### config.mk
export PLATFORM = sky130hd
export DESIGN_NAME = gain_offset_clamp_sched_flat
export DESIGN_NICKNAME = d
export VERILOG_FILES = /design/src/rtl/gain_offset_clamp_sched_if.sv /design/src/rtl/gain_offset_clamp_sched.sv /design/src/flat_wrapper.sv
export SDC_FILE = /design/constraint.sdc
export NUM_CORES = 1
export LEC_CHECK = 0
export BUFFER_PORTS_ARGS = -buffer_cell sky130_fd_sc_hd__buf_4
export CAP_MARGIN = 40
export CORE_MARGIN = 3
export CORE_UTILIZATION = 50
export CTS_BUF_LIST = sky130_fd_sc_hd__clkbuf_16
export CTS_CLUSTER_DIAMETER = 40
export CTS_CLUSTER_SIZE = 25
export DETAILED_ROUTE_END_ITERATION = 12
export GPL_TIMING_DRIVEN = 0
export PLACE_DENSITY = 0.7
export SETUP_SLACK_MARGIN = 0.15
export SLEW_MARGIN = 20
export SYNTH_ARGS = -nofsm -noshare
export SYNTH_HDL_FRONTEND = slang
export SYNTH_SLANG_ARGS = --single-unit
### constraint.sdc
create_clock -name clk -period 21.5 [get_ports clk]
set_clock_uncertainty 0.2 [all_clocks]
set_input_delay 2.15 -clock clk [delete_from_list [all_inputs] [get_ports clk]]
set_output_delay 2.15 -clock clk [all_outputs]
set_load 0.01 [all_outputs]
### src/rtl/gain_offset_clamp_sched_if.sv
// Sample, engine and result bus of the gain_offset_clamp scheduler.
// slave = scheduler side, master = sample sources / engine / result sink side.
interface gain_offset_clamp_sched_if #(
  parameter int NUM_CH       = 4,
  parameter int IN_WIDTH     = 8,
  parameter int GAIN_WIDTH   = 16,
  parameter int OFFSET_WIDTH = 8,
  parameter int OUT_WIDTH    = 8
);
  localparam int CH_W = $clog2(NUM_CH);

  // Valid-only, no backpressure: every signal qualified by its *_valid is
  // consumed in the cycle it is high; nothing is held for a ready.
  logic [NUM_CH-1:0]          ch_valid;
  logic [NUM_CH*IN_WIDTH-1:0] ch_in;
  logic                       eng_valid;
  logic [IN_WIDTH-1:0]        eng_in;
  logic [GAIN_WIDTH-1:0]      eng_gain;
  logic [OFFSET_WIDTH-1:0]    eng_offset;
  logic                       eng_out_valid;
  logic [OUT_WIDTH-1:0]       eng_out;
  logic                       res_valid;
  logic [CH_W-1:0]            res_ch;
  logic [OUT_WIDTH-1:0]       res_data;

  modport slave (
    input  ch_valid, ch_in, eng_out_valid, eng_out,
    output eng_valid, eng_in, eng_gain, eng_offset, res_valid, res_ch, res_data
  );

  modport master (
    output ch_valid, ch_in, eng_out_valid, eng_out,
    input  eng_valid, eng_in, eng_gain, eng_offset, res_valid, res_ch, res_data
  );
endinterface

### src/rtl/gain_offset_clamp_sched.sv
// Round-robin time-division scheduler sharing one gain_offset_clamp engine.
// Optional per-channel grant counters are built when GOC_SCHED_STATS_EN is defined.
module gain_offset_clamp_sched #(
  parameter int NUM_CH       = 4,
  parameter int IN_WIDTH     = 8,
  parameter int GAIN_WIDTH   = 16,
  parameter int GAIN_RADIX   = 8,
  parameter int OFFSET_WIDTH = 8,
  parameter int OUT_WIDTH    = 8,
  parameter int PIPE_LATENCY = 4
) (
  input  logic                      clk,
  input  logic                      rst,
  gain_offset_clamp_sched_if.slave  bus,
  input  logic                      cfg_we,
  input  logic [$clog2(NUM_CH)-1:0] cfg_ch,
  input  logic [GAIN_WIDTH-1:0]     cfg_gain,
  input  logic [OFFSET_WIDTH-1:0]   cfg_offset,
  input  logic                      cfg_commit,
  input  logic                      ovr_clr,
  output logic [NUM_CH-1:0]         overrun,
  output logic                      sync_err,
  output logic                      busy,
  input  logic [$clog2(NUM_CH)-1:0] stat_ch,
  output logic [15:0]               stat_count
);
  localparam int CH_W    = $clog2(NUM_CH);
  localparam int FLUSH_W = $clog2(PIPE_LATENCY + 1);
  localparam logic [GAIN_WIDTH-1:0] UNITY = GAIN_WIDTH'(1 << GAIN_RADIX);

  logic [NUM_CH-1:0]       pend;
  logic [IN_WIDTH-1:0]     slot       [NUM_CH];
  logic [GAIN_WIDTH-1:0]   sh_gain    [NUM_CH];
  logic [GAIN_WIDTH-1:0]   sh_gain_nxt[NUM_CH];
  logic [GAIN_WIDTH-1:0]   act_gain   [NUM_CH];
  logic [OFFSET_WIDTH-1:0] sh_off     [NUM_CH];
  logic [OFFSET_WIDTH-1:0] sh_off_nxt [NUM_CH];
  logic [OFFSET_WIDTH-1:0] act_off    [NUM_CH];
  logic [CH_W-1:0]         last, gnt_ch, cand, eng_ch;
  logic                    gnt_any;
  logic [NUM_CH-1:0]       gnt_vec;
  logic [PIPE_LATENCY-1:0] tag_v;
  logic [CH_W-1:0]         tag_ch     [PIPE_LATENCY];
  logic [FLUSH_W-1:0]      flush;
  logic                    tail_v, set_sync;

  // First pending channel searching cyclically from last+1.
  always_comb begin
    gnt_any = 1'b0;
    gnt_ch  = '0;
    gnt_vec = '0;
    cand    = '0;
    for (int k = 1; k <= NUM_CH; k++) begin
      cand = CH_W'((int'(last) + k) % NUM_CH);
      if (!gnt_any && pend[cand]) begin
        gnt_any = 1'b1;
        gnt_ch  = cand;
      end
    end
    gnt_vec[gnt_ch] = gnt_any;
  end

  // Shadow write forwarded so a same-cycle commit picks up the new value.
  always_comb begin
    for (int i = 0; i < NUM_CH; i++) begin
      sh_gain_nxt[i] = sh_gain[i];
      sh_off_nxt[i]  = sh_off[i];
    end
    if (cfg_we && int'(cfg_ch) < NUM_CH) begin
      sh_gain_nxt[cfg_ch] = cfg_gain;
      sh_off_nxt[cfg_ch]  = cfg_offset;
    end
  end

  assign tail_v   = tag_v[PIPE_LATENCY-1];
  assign set_sync = (bus.eng_out_valid && !tail_v && flush == '0) ||
                    (tail_v && !bus.eng_out_valid);

  always_ff @(posedge clk or posedge rst) begin
    if (rst) begin
      pend           <= '0;
      last           <= CH_W'(NUM_CH - 1);
      overrun        <= '0;
      sync_err       <= 1'b0;
      busy           <= 1'b0;
      flush          <= FLUSH_W'(PIPE_LATENCY);
      bus.eng_valid  <= 1'b0;
      bus.eng_in     <= '0;
      bus.eng_gain   <= '0;
      bus.eng_offset <= '0;
      eng_ch         <= '0;
      bus.res_valid  <= 1'b0;
      bus.res_ch     <= '0;
      bus.res_data   <= '0;
      tag_v          <= '0;
      for (int i = 0; i < NUM_CH; i++) begin
        slot[i]     <= '0;
        sh_gain[i]  <= UNITY;
        act_gain[i] <= UNITY;
        sh_off[i]   <= '0;
        act_off[i]  <= '0;
      end
      for (int k = 0; k < PIPE_LATENCY; k++) tag_ch[k] <= '0;
    end else begin
      if (ovr_clr) overrun <= '0;
      for (int i = 0; i < NUM_CH; i++) begin
        if (bus.ch_valid[i]) begin
          if (!pend[i] || gnt_vec[i]) begin
            slot[i] <= bus.ch_in[i*IN_WIDTH +: IN_WIDTH];
            pend[i] <= 1'b1;
          end else begin
            overrun[i] <= 1'b1;
          end
        end else if (gnt_vec[i]) begin
          pend[i] <= 1'b0;
        end
        sh_gain[i] <= sh_gain_nxt[i];
        sh_off[i]  <= sh_off_nxt[i];
        if (cfg_commit) begin
          act_gain[i] <= sh_gain_nxt[i];
          act_off[i]  <= sh_off_nxt[i];
        end
      end

      bus.eng_valid <= gnt_any;
      if (gnt_any) begin
        bus.eng_in     <= slot[gnt_ch];
        bus.eng_gain   <= act_gain[gnt_ch];
        bus.eng_offset <= act_off[gnt_ch];
        eng_ch         <= gnt_ch;
        last           <= gnt_ch;
      end

      // Tag enters alongside the engine's in_valid, so the tail lines up with out_valid.
      tag_v[0]  <= bus.eng_valid;
      tag_ch[0] <= eng_ch;
      for (int k = 1; k < PIPE_LATENCY; k++) begin
        tag_v[k]  <= tag_v[k-1];
        tag_ch[k] <= tag_ch[k-1];
      end

      if (flush != '0) flush <= flush - 1'b1;

      bus.res_valid <= bus.eng_out_valid && tail_v;
      if (bus.eng_out_valid && tail_v) begin
        bus.res_ch   <= tag_ch[PIPE_LATENCY-1];
        bus.res_data <= bus.eng_out;
      end

      if (ovr_clr)  sync_err <= 1'b0;
      if (set_sync) sync_err <= 1'b1;

      busy <= (|pend) || bus.eng_valid || (|tag_v);
    end
  end

`ifdef GOC_SCHED_STATS_EN
  logic [15:0] cnt [NUM_CH];

  always_ff @(posedge clk or posedge rst) begin
    if (rst) begin
      stat_count <= '0;
      for (int i = 0; i < NUM_CH; i++) cnt[i] <= '0;
    end else begin
      if (gnt_any && cnt[gnt_ch] != 16'hFFFF) cnt[gnt_ch] <= cnt[gnt_ch] + 16'd1;
      stat_count <= (int'(stat_ch) < NUM_CH) ? cnt[stat_ch] : 16'd0;
    end
  end
`else
  logic stat_unused;
  assign stat_unused = ^stat_ch;
  assign stat_count  = '0;
`endif
endmodule

### src/flat_wrapper.sv
// flat-port wrapper written by rule: the top's interface ports become plain ports
module gain_offset_clamp_sched_flat 
#(
  parameter int NUM_CH       = 4,
  parameter int IN_WIDTH     = 8,
  parameter int GAIN_WIDTH   = 16,
  parameter int GAIN_RADIX   = 8,
  parameter int OFFSET_WIDTH = 8,
  parameter int OUT_WIDTH    = 8,
  parameter int PIPE_LATENCY = 4
)
  (clk, rst, cfg_we, cfg_ch, cfg_gain, cfg_offset, cfg_commit, ovr_clr, overrun, sync_err, busy, stat_ch, stat_count, bus_ch_valid, bus_ch_in, bus_eng_out_valid, bus_eng_out, bus_eng_valid, bus_eng_in, bus_eng_gain, bus_eng_offset, bus_res_valid, bus_res_ch, bus_res_data);
  gain_offset_clamp_sched_if #(.NUM_CH(NUM_CH), .IN_WIDTH(IN_WIDTH), .GAIN_WIDTH(GAIN_WIDTH), .OFFSET_WIDTH(OFFSET_WIDTH), .OUT_WIDTH(OUT_WIDTH)) bus_i ();
  input  logic clk;
  input  logic rst;
  input  logic cfg_we;
  input  logic [$clog2(NUM_CH)-1:0] cfg_ch;
  input  logic [GAIN_WIDTH-1:0] cfg_gain;
  input  logic [OFFSET_WIDTH-1:0] cfg_offset;
  input  logic cfg_commit;
  input  logic ovr_clr;
  output logic [NUM_CH-1:0] overrun;
  output logic sync_err;
  output logic busy;
  input  logic [$clog2(NUM_CH)-1:0] stat_ch;
  output logic [15:0] stat_count;
  input wire logic [$bits(bus_i.ch_valid)-1:0] bus_ch_valid;
  input wire logic [$bits(bus_i.ch_in)-1:0] bus_ch_in;
  input wire logic [$bits(bus_i.eng_out_valid)-1:0] bus_eng_out_valid;
  input wire logic [$bits(bus_i.eng_out)-1:0] bus_eng_out;
  output wire logic [$bits(bus_i.eng_valid)-1:0] bus_eng_valid;
  output wire logic [$bits(bus_i.eng_in)-1:0] bus_eng_in;
  output wire logic [$bits(bus_i.eng_gain)-1:0] bus_eng_gain;
  output wire logic [$bits(bus_i.eng_offset)-1:0] bus_eng_offset;
  output wire logic [$bits(bus_i.res_valid)-1:0] bus_res_valid;
  output wire logic [$bits(bus_i.res_ch)-1:0] bus_res_ch;
  output wire logic [$bits(bus_i.res_data)-1:0] bus_res_data;
  assign bus_i.ch_valid = bus_ch_valid;
  assign bus_i.ch_in = bus_ch_in;
  assign bus_i.eng_out_valid = bus_eng_out_valid;
  assign bus_i.eng_out = bus_eng_out;
  assign bus_eng_valid = bus_i.eng_valid;
  assign bus_eng_in = bus_i.eng_in;
  assign bus_eng_gain = bus_i.eng_gain;
  assign bus_eng_offset = bus_i.eng_offset;
  assign bus_res_valid = bus_i.res_valid;
  assign bus_res_ch = bus_i.res_ch;
  assign bus_res_data = bus_i.res_data;
  gain_offset_clamp_sched #(.NUM_CH(NUM_CH), .IN_WIDTH(IN_WIDTH), .GAIN_WIDTH(GAIN_WIDTH), .GAIN_RADIX(GAIN_RADIX), .OFFSET_WIDTH(OFFSET_WIDTH), .OUT_WIDTH(OUT_WIDTH), .PIPE_LATENCY(PIPE_LATENCY)) u_core (.clk(clk), .rst(rst), .bus(bus_i), .cfg_we(cfg_we), .cfg_ch(cfg_ch), .cfg_gain(cfg_gain), .cfg_offset(cfg_offset), .cfg_commit(cfg_commit), .ovr_clr(ovr_clr), .overrun(overrun), .sync_err(sync_err), .busy(busy), .stat_ch(stat_ch), .stat_count(stat_count));
endmodule
* After elaboration in Yosys (flattened, before gate mapping)
Cells that the tools add are included.
Storage, ports and cells: flip-flop bits (word level) 297, bits of input ports 78, output and inout bits 66, word-level logic and storage cells 163
Operators by class: $add $sub $neg 5, order comparisons 9, equality and inequality tests 4, muxes and demuxes 58, bitwise operators 3, reduce and logical (&&, ||, !) cells 42
Operators by type and width (count):
- 64-bit bitwise mux | 1
- 64-bit two-way mux | 1
- 16-bit two-way mux | 3
- 8-bit two-way mux | 5
- 16-bit binary-select mux with 2-bit select | 1
- 8-bit binary-select mux with 2-bit select | 2
- 32-bit bitwise mux | 1
- 16-bit demux with 2-bit select | 1
- 32-bit two-way mux | 1
- 1-bit two-way mux | 31
- 8-bit demux with 2-bit select | 1
- 2-bit AND reduction | 8
- 2-bit by 3-bit < comparator with 1-bit output (second input constant) | 5
- 2-bit nonzero test | 5
- 1-bit logical AND | 9
- 1-bit zero test | 9
- 1-bit binary-select mux with 2-bit select | 4
- 2-bit two-way mux | 4
- 2-bit by 1-bit != test with 1-bit output (second input constant) | 4
- 4-bit OR reduction | 2
- 1-bit logical OR | 7
- 3-bit greater-or-equal comparator (second input constant) | 2
- 2-bit NOT with 3-bit output | 2
- 2-bit by 1-bit adder with 2-bit output (second input constant) | 2
- 9 further kinds | 10

* Longest topological paths before layout
Gate-level depths: netlist of run 1.
word-level depth 21, depth in mapped cells 6, mapped depth without buffers 4

* Least setup slack after synthesis of run 1
Ideal clock, no wire load.
kind input port to flip-flop, start input port cfg_ch[0], end register u_core.act_gain[58] in the netlist's numbering, setup time 0.125 ns, data arrival time 3.236 ns, required time 21.175 ns, slack 17.940 ns, cell stages on the path 4, buffers on the path 1, cell sequence nor3b_4 > buf_6 > mux2_2 > mux2_2
RTL lines:
- from (decl) | RTL line flat_wrapper.sv:17 | input logic [$clog2(NUM_CH)-1:0] cfg_ch;
- to (signal, indexed assignment) | RTL line gain_offset_clamp_sched.sv:120 | act_gain[i] <= sh_gain_nxt[i];
- to (decl) | RTL line gain_offset_clamp_sched.sv:35 | logic [GAIN_WIDTH-1:0] act_gain [NUM_CH];

* Final worst setup path of run 1
start input port cfg_commit, end register u_core.act_gain[17] in the netlist's numbering
RTL lines:
- from (decl) | RTL line flat_wrapper.sv:20 | input logic cfg_commit;
No word-level cell between the ends.

==> results.json, run 1 <==
{
  "cts_buffers": 37,
  "yosysUniqueCellTypes": 51,
  "netlist.area_leader.share_pct": 59.6,
  "final_cell_area_sq_mm": 0.0147,
  "via_per_inst": 5.44,
  "rsz0062_at_grt": "no",
  "rows": 56,
  "drc": 0,
  "vias": 7237,
  "worstPathRequired_ps": 21680,
  "utilization_pct": 62.4,
  "grt_util_met3_pct": 4.41,
  "die_h_um": 161,
  "clk_pin_slew_ps": 50,
  "ff2ff_path_depth": 5,
  "setup_tns_ps": 0,
  "cts_setup_buffers": 0,
  "crit_fanout": 10,
  "total_power_mw": 1.99,
  "slew_violations": 0,
  "setup_viol": 0,
  "wl_um": 26500,
  "critical_path.endpoint_type": "register",
  "drive_gt1_share_pct": 47.7,
  "finalHoldViolCount": 0,
  "io_pins": 144,
  "hold_class": "register to register",
  "max_freq_ghz": 0.284,
  "netlist_area_sq_mm": 0.0120,
  "pre_cts_ws_ps": 17450,
  "grtUsageMet1_pct": 28.8,
  "die_area_sq_mm": 0.0259,
  "synth_ff_type": "dfrtp_1",
  "syn_area_per_cell_sq_um": 14.9,
  "worst_slew_pin_slew_ps": 822,
  "critPathKind": "primary input to register",
  "fin_nets": 1068,
  "outcome": "finished, final reports clean",
  "synth_common_cells": "dfrtp_1, mux2_2, nand3_1",
  "multi_input_area_sq_mm": 0.00419,
  "total_leakage_power_nw": 6.63,
  "grt_usage_pct": 20.6,
  "antenna_found_initial": 0,
  "seqCellArea_sq_mm": 0.00745,
  "busiest_layer": "met2",
  "diodes": 0,
  "cts_sinks": 297,
  "insertion_delay_ps": 500,
  "synth_area_leader_cell": "dfrtp_1",
  "synth_cells": 806,
  "cts_root_buffer": "clkbuf_16",
  "cp-start-kind": "primary input",
  "grt_pass1_wl_um": 41900,
  "dieWidth_um": 161,
  "power_density_mw_per_mm2": 135,
  "port_buffers": 124,
  "period_share_pct": 16.4,
  "gp_congestion": 0.782,
  "ys_warn_count": 0,
  "ys_seq_elements": 297,
  "htree_levels": 2,
  "first_iter_violations": 372,
  "gr-total-overflow": 0,
  "wire_per_inst_um": 19.9,
  "crit_arrival_ps": 3700,
  "grt_pass1_vias": 7569,
  "setup_slack_ps": 17980,
  "synth-edff-count": 0,
  "synthTopCellsByArea": "dfrtp_1, mux2_2, mux2_4, nand3_1, dfstp_2",
  "clockBufferDepth": 3,
  "grt.met2_usage_pct": 33.0,
  "core_sq_mm": 0.0235,
  "initial_core_util_pct": 51.0,
  "hold_depth": 0,
  "cap_violations": 0,
  "relSlewSlack_pct": 45.2,
  "fillers": 1842,
  "cts_tree": "built",
  "post_cts_resized": 0,
  "synthArstFlopShare_pct": 100,
  "cts_hold_buffers": 0,
  "drtAntennaViolNets": 0,
  "yosysMostFrequentCell": "dfrtp_1",
  "fin_crit_ps": 3520,
  "grt_max_degree": 102,
  "syn2layout_area_growth_pct": 22.4,
  "peakVddDrop_uv": 77.9,
  "placed_cell_area_sq_mm": 0.0135,
  "yosysSeqAreaShare_pct": 62.0,
  "dp_hpwl_um": 17100,
  "drt_first_pass_iters": 5
}
## cells in the final DEF, fill, tap and decap left out, types with 2 or more instances in the layout
cell       count
a21oi_1        4
a22oi_1       32
a32oi_1       32
buf_1          3
buf_16         3
buf_2         18
buf_4        145
buf_6          7
bufinv_16      4
clkbuf_1      18
clkbuf_16     37
clkinv_1       3
clkinv_2       5
clkinv_4       4
conb_1        16
dfrtp_1      286
dfstp_2       11
ha_1           2
inv_1         11
inv_6          7
inv_8          2
mux2_1         9
mux2_2       202
mux2_4        24
nand2_1        9
nand2b_1       5
nand3_1       65
nand3b_4       2
nor2_1         4
o21ai_0        5
o21bai_1       3
o2bb2ai_1      4
o311ai_4       2
or2_2          2
## logic make-up (layout without fill, tap and decap cells)
group                      Yosys count  count (layout)  share of synthesized area [%]
DFF                                297             297                           62.0
muxes                              236             236                           22.9
and+or+nand+nor                     97              97                           4.61
AOI/OAI and AO/OA                   95              95                           6.60
buffers and inverters               77             268                           3.62
adders and majority gates            2               2                          0.208
other                                1              16                         0.0312
xor gates and xnor gates             1               1                         0.0729
## layer usage
metal	routed length [um]	share of wire, %	vias to the layer above
met5	0	0	-
met2	12800	48	178
met4	544	2.1	0
li1	-	-	3291
met1	11800	44	3730
met3	1360	5.1	38
## worst paths after layout
| kind | from | end | slack (ps) |
|---|---|---|---|
| setup / recovery | cfg_commit | u_core.act_gain[17] | 17980 |
| hold / removal | u_core.tag_ch[3] | u_core.tag_ch[1] | 150 |
| setup reg to reg | u_core.last[0] | u_core.bus.eng_gain[12] | 19080 |
| hold reg to reg | u_core.tag_ch[3] | u_core.tag_ch[1] | 150 |
| max in group asynchronous | rst | u_core.sh_off[18] | 18080 |
| min in group asynchronous | rst | u_core.bus.eng_gain[7] | 1400 |
## flip-flops by register name, summed over array words and instances (netlist names), 8 cells and up
signal,flops
u_core.act_gain,64
u_core.sh_gain,64
u_core.act_off,32
u_core.sh_off,32
u_core.slot,32
u_core.bus.eng_gain,16
u_core.bus.eng_in,8
u_core.bus.eng_offset,8
u_core.bus.res_data,8
u_core.tag_ch,8
## report_power, final
group          internal [mW]  total (mW)  switching (mW)
clock network          0.367       0.606           0.239
logic                  0.266       0.572           0.306
registers              0.728       0.808          0.0799
## per-stage QoR
stage / hold WS (ps) / cells
final: 148 / 1331
after global routing: 162 / 1331
after CTS: 147 / 1330
after detailed placement: 135 / 1267
after global placement: 132 / 1264
after floorplan: 131 / 821
## worst max-delay path, stage by stage
cell	delay (ps)
buf_2	150
buf_2	330
clkbuf_1	660
mux2_2	410
## area by class of cell
cell class,count,area share (%)
flip-flops and latches,297,50.6
multi-input cells,447,28.5
repair buffers,128,6.97
clock buffers,37,6.30
well taps,319,2.71
plain buffers,66,2.68
clock inverters,26,1.87
inverters,11,0.332
(Power assumes the default switching activity.)
==> run 2: changes to the inputs <==
==> constraint.sdc (replaced) <==
create_clock -name clk -period 3.4 [get_ports clk]
set_clock_uncertainty 0.2 [all_clocks]
set_input_delay 0.34 -clock clk [delete_from_list [all_inputs] [get_ports clk]]
set_output_delay 0.34 -clock clk [all_outputs]
set_load 0.01 [all_outputs]
==> results.json, run 2 (synthesis results as in run 1) <==
{
  "slew_violations": 0,
  "drtAntennaViolNets": 0,
  "die_h_um": 161,
  "layout_commonest_cell": "dfrtp_1",
  "setup_slack_ps": 1010,
  "antenna_found_initial": 1,
  "wl_um": 27200,
  "rows": 56,
  "critical_path.endpoint_type": "register",
  "drc": 0,
  "pre_cts_ws_ps": 1060,
  "power_density_mw_per_mm2": 817,
  "final_cell_area_sq_mm": 0.0156,
  "clk_pin_slew_ps": 60,
  "dp_cells": 1274,
  "drive_gt1_share_pct": 45.0,
  "hold_class": "primary input to register",
  "total_power_mw": 12.7,
  "dieWidth_um": 161,
  "wire_per_inst_um": 19.2,
  "cts_root_buffer": "clkbuf_16",
  "worstPathRequired_ps": 3630,
  "fin_crit_ps": 2390,
  "placed_cell_area_sq_mm": 0.0136,
  "drt_first_pass_iters": 5,
  "period_share_pct": 70.4,
  "htree_levels": 2,
  "p_seq_share_pct": 40.2,
  "outcome": "finished, final reports clean",
  "combPwrFrac_pct": 29.2,
  "crit_fanout": 10,
  "gr-total-overflow": 0,
  "setup_tns_ps": 0,
  "stdcell_count": 1416,
  "grt_pass1_wl_um": 43500,
  "die_area_sq_mm": 0.0259,
  "syn2layout_area_growth_pct": 29.9,
  "intPower_mw": 8.72,
  "insertion_delay_ps": 520,
  "utilization_pct": 66.3,
  "cts_tree": "built",
  "initial_core_util_pct": 51.0,
  "gp_congestion": 0.774,
  "cp-start-kind": "register",
  "cap_violations": 0,
  "peakVddDrop_uv": 463,
  "clockPowerShare_pct": 30.6,
  "fin_nets": 1148,
  "first_iter_violations": 427,
  "largestRegisters": "u_core.act_gain x64, u_core.sh_gain x64",
  "clockBufferDepth": 3,
  "setup_viol": 0,
  "p_switching_mw": 4.03,
  "core_sq_mm": 0.0235,
  "dp_hpwl_um": 17600,
  "worst_slew_pin_slew_ps": 769,
  "cts_setup_buffers": 0,
  "crit_arrival_ps": 2630,
  "grt_max_degree": 36,
  "vias": 7713,
  "fin_hold_ws_ps": 108,
  "cts_sinks": 297,
  "via_per_inst": 5.45,
  "rsz0062_at_grt": "no",
  "grt_pass1_vias": 8016,
  "grt_usage_pct": 21.1,
  "relSlewSlack_pct": 48.8,
  "final_cell_mix": "dfrtp_1, mux2_2, buf_4, dlygate4sd3_1, nand3_1",
  "critPathKind": "register to register",
  "swShare_pct": 31.6,
  "port_buffers": 124,
  "total_leakage_power_nw": 7.02,
  "finalHoldViolCount": 0,
  "cts_buffers": 38,
  "rrSetupSlack_ps": 1010,
  "max_freq_ghz": 0.418,
  "io_pins": 144
}
==> run 2: cell count changes in the layout (fill, tap and decap cells not counted), sizes merged <==
| cell | delta |
|---|---|
| buf | +7 |
| dlygate4sd3 | +72 |
| bufinv | -2 |
| inv | -1 |
| clkinvlp | +2 |
| clkinv | +2 |
| clkbuf | +4 |
| diode | +1 |
==> run 2: layout make-up <==
type	count	area (sq um)
Timing Repair Buffer	207	1880
Clock buffer	41	1030
Inverter	11	45.0
Tap cell	319	399
Sequential cell	297	7450
Fill cell	1757	7940
Antenna cell	1	2.50
Clock inverter	27	225
Buffer	66	394
Multi-Input combinational cell	447	4190
==> run 2: worst paths after layout <==
path | start | to | cells after the start
setup / recovery | u_core.last[0] | u_core.bus.eng_gain[12] | 5
hold / removal | cfg_ch[1] | u_core.sh_gain[63] | 3
setup reg to reg | u_core.last[0] | u_core.bus.eng_gain[12] | 5
hold reg to reg | u_core.tag_ch[6] | u_core.tag_ch[4] | 0
max in group asynchronous | rst | u_core.bus.eng_in[2] | 8
min in group asynchronous | rst | u_core.bus.eng_gain[11] | 3
==> run 2: critical path, cell delays in order (launching register included) <==
cell,delay (ps)
dfstp_2,550
clkbuf_1,310
o211a_1,370
clkbuf_1,580
a22oi_1,160
nand3_1,150
==> run 2: timing repair <==
item / in CTS / in global routing
hold buffers: 72 / 0
gates resized for setup: 0 / 0
endpoints found under the hold margin: 200 / 0
==> run 2: power groups by stage <==
stage	clock network [mW]	logic [mW]	registers, mW
after floorplan	0	2.30	5.14
after global placement	0	3.53	5.14
after detailed placement	0	3.63	5.16
after CTS	3.97	3.73	5.11
after global routing	4.15	4.03	5.23
final	3.90	3.73	5.12
==> run 2: layer usage <==
layer | part of all wire [%] | vias up | track usage [%] | routed length, um
met4 | 2.5 | 0 | 7.08 | 683
met5 | 0 | - | 0 | 0
li1 | - | 3452 | - | -
met3 | 4.4 | 57 | 4.31 | 1190
met2 | 49 | 185 | 34.1 | 13200
met1 | 45 | 4019 | 28.9 | 12100
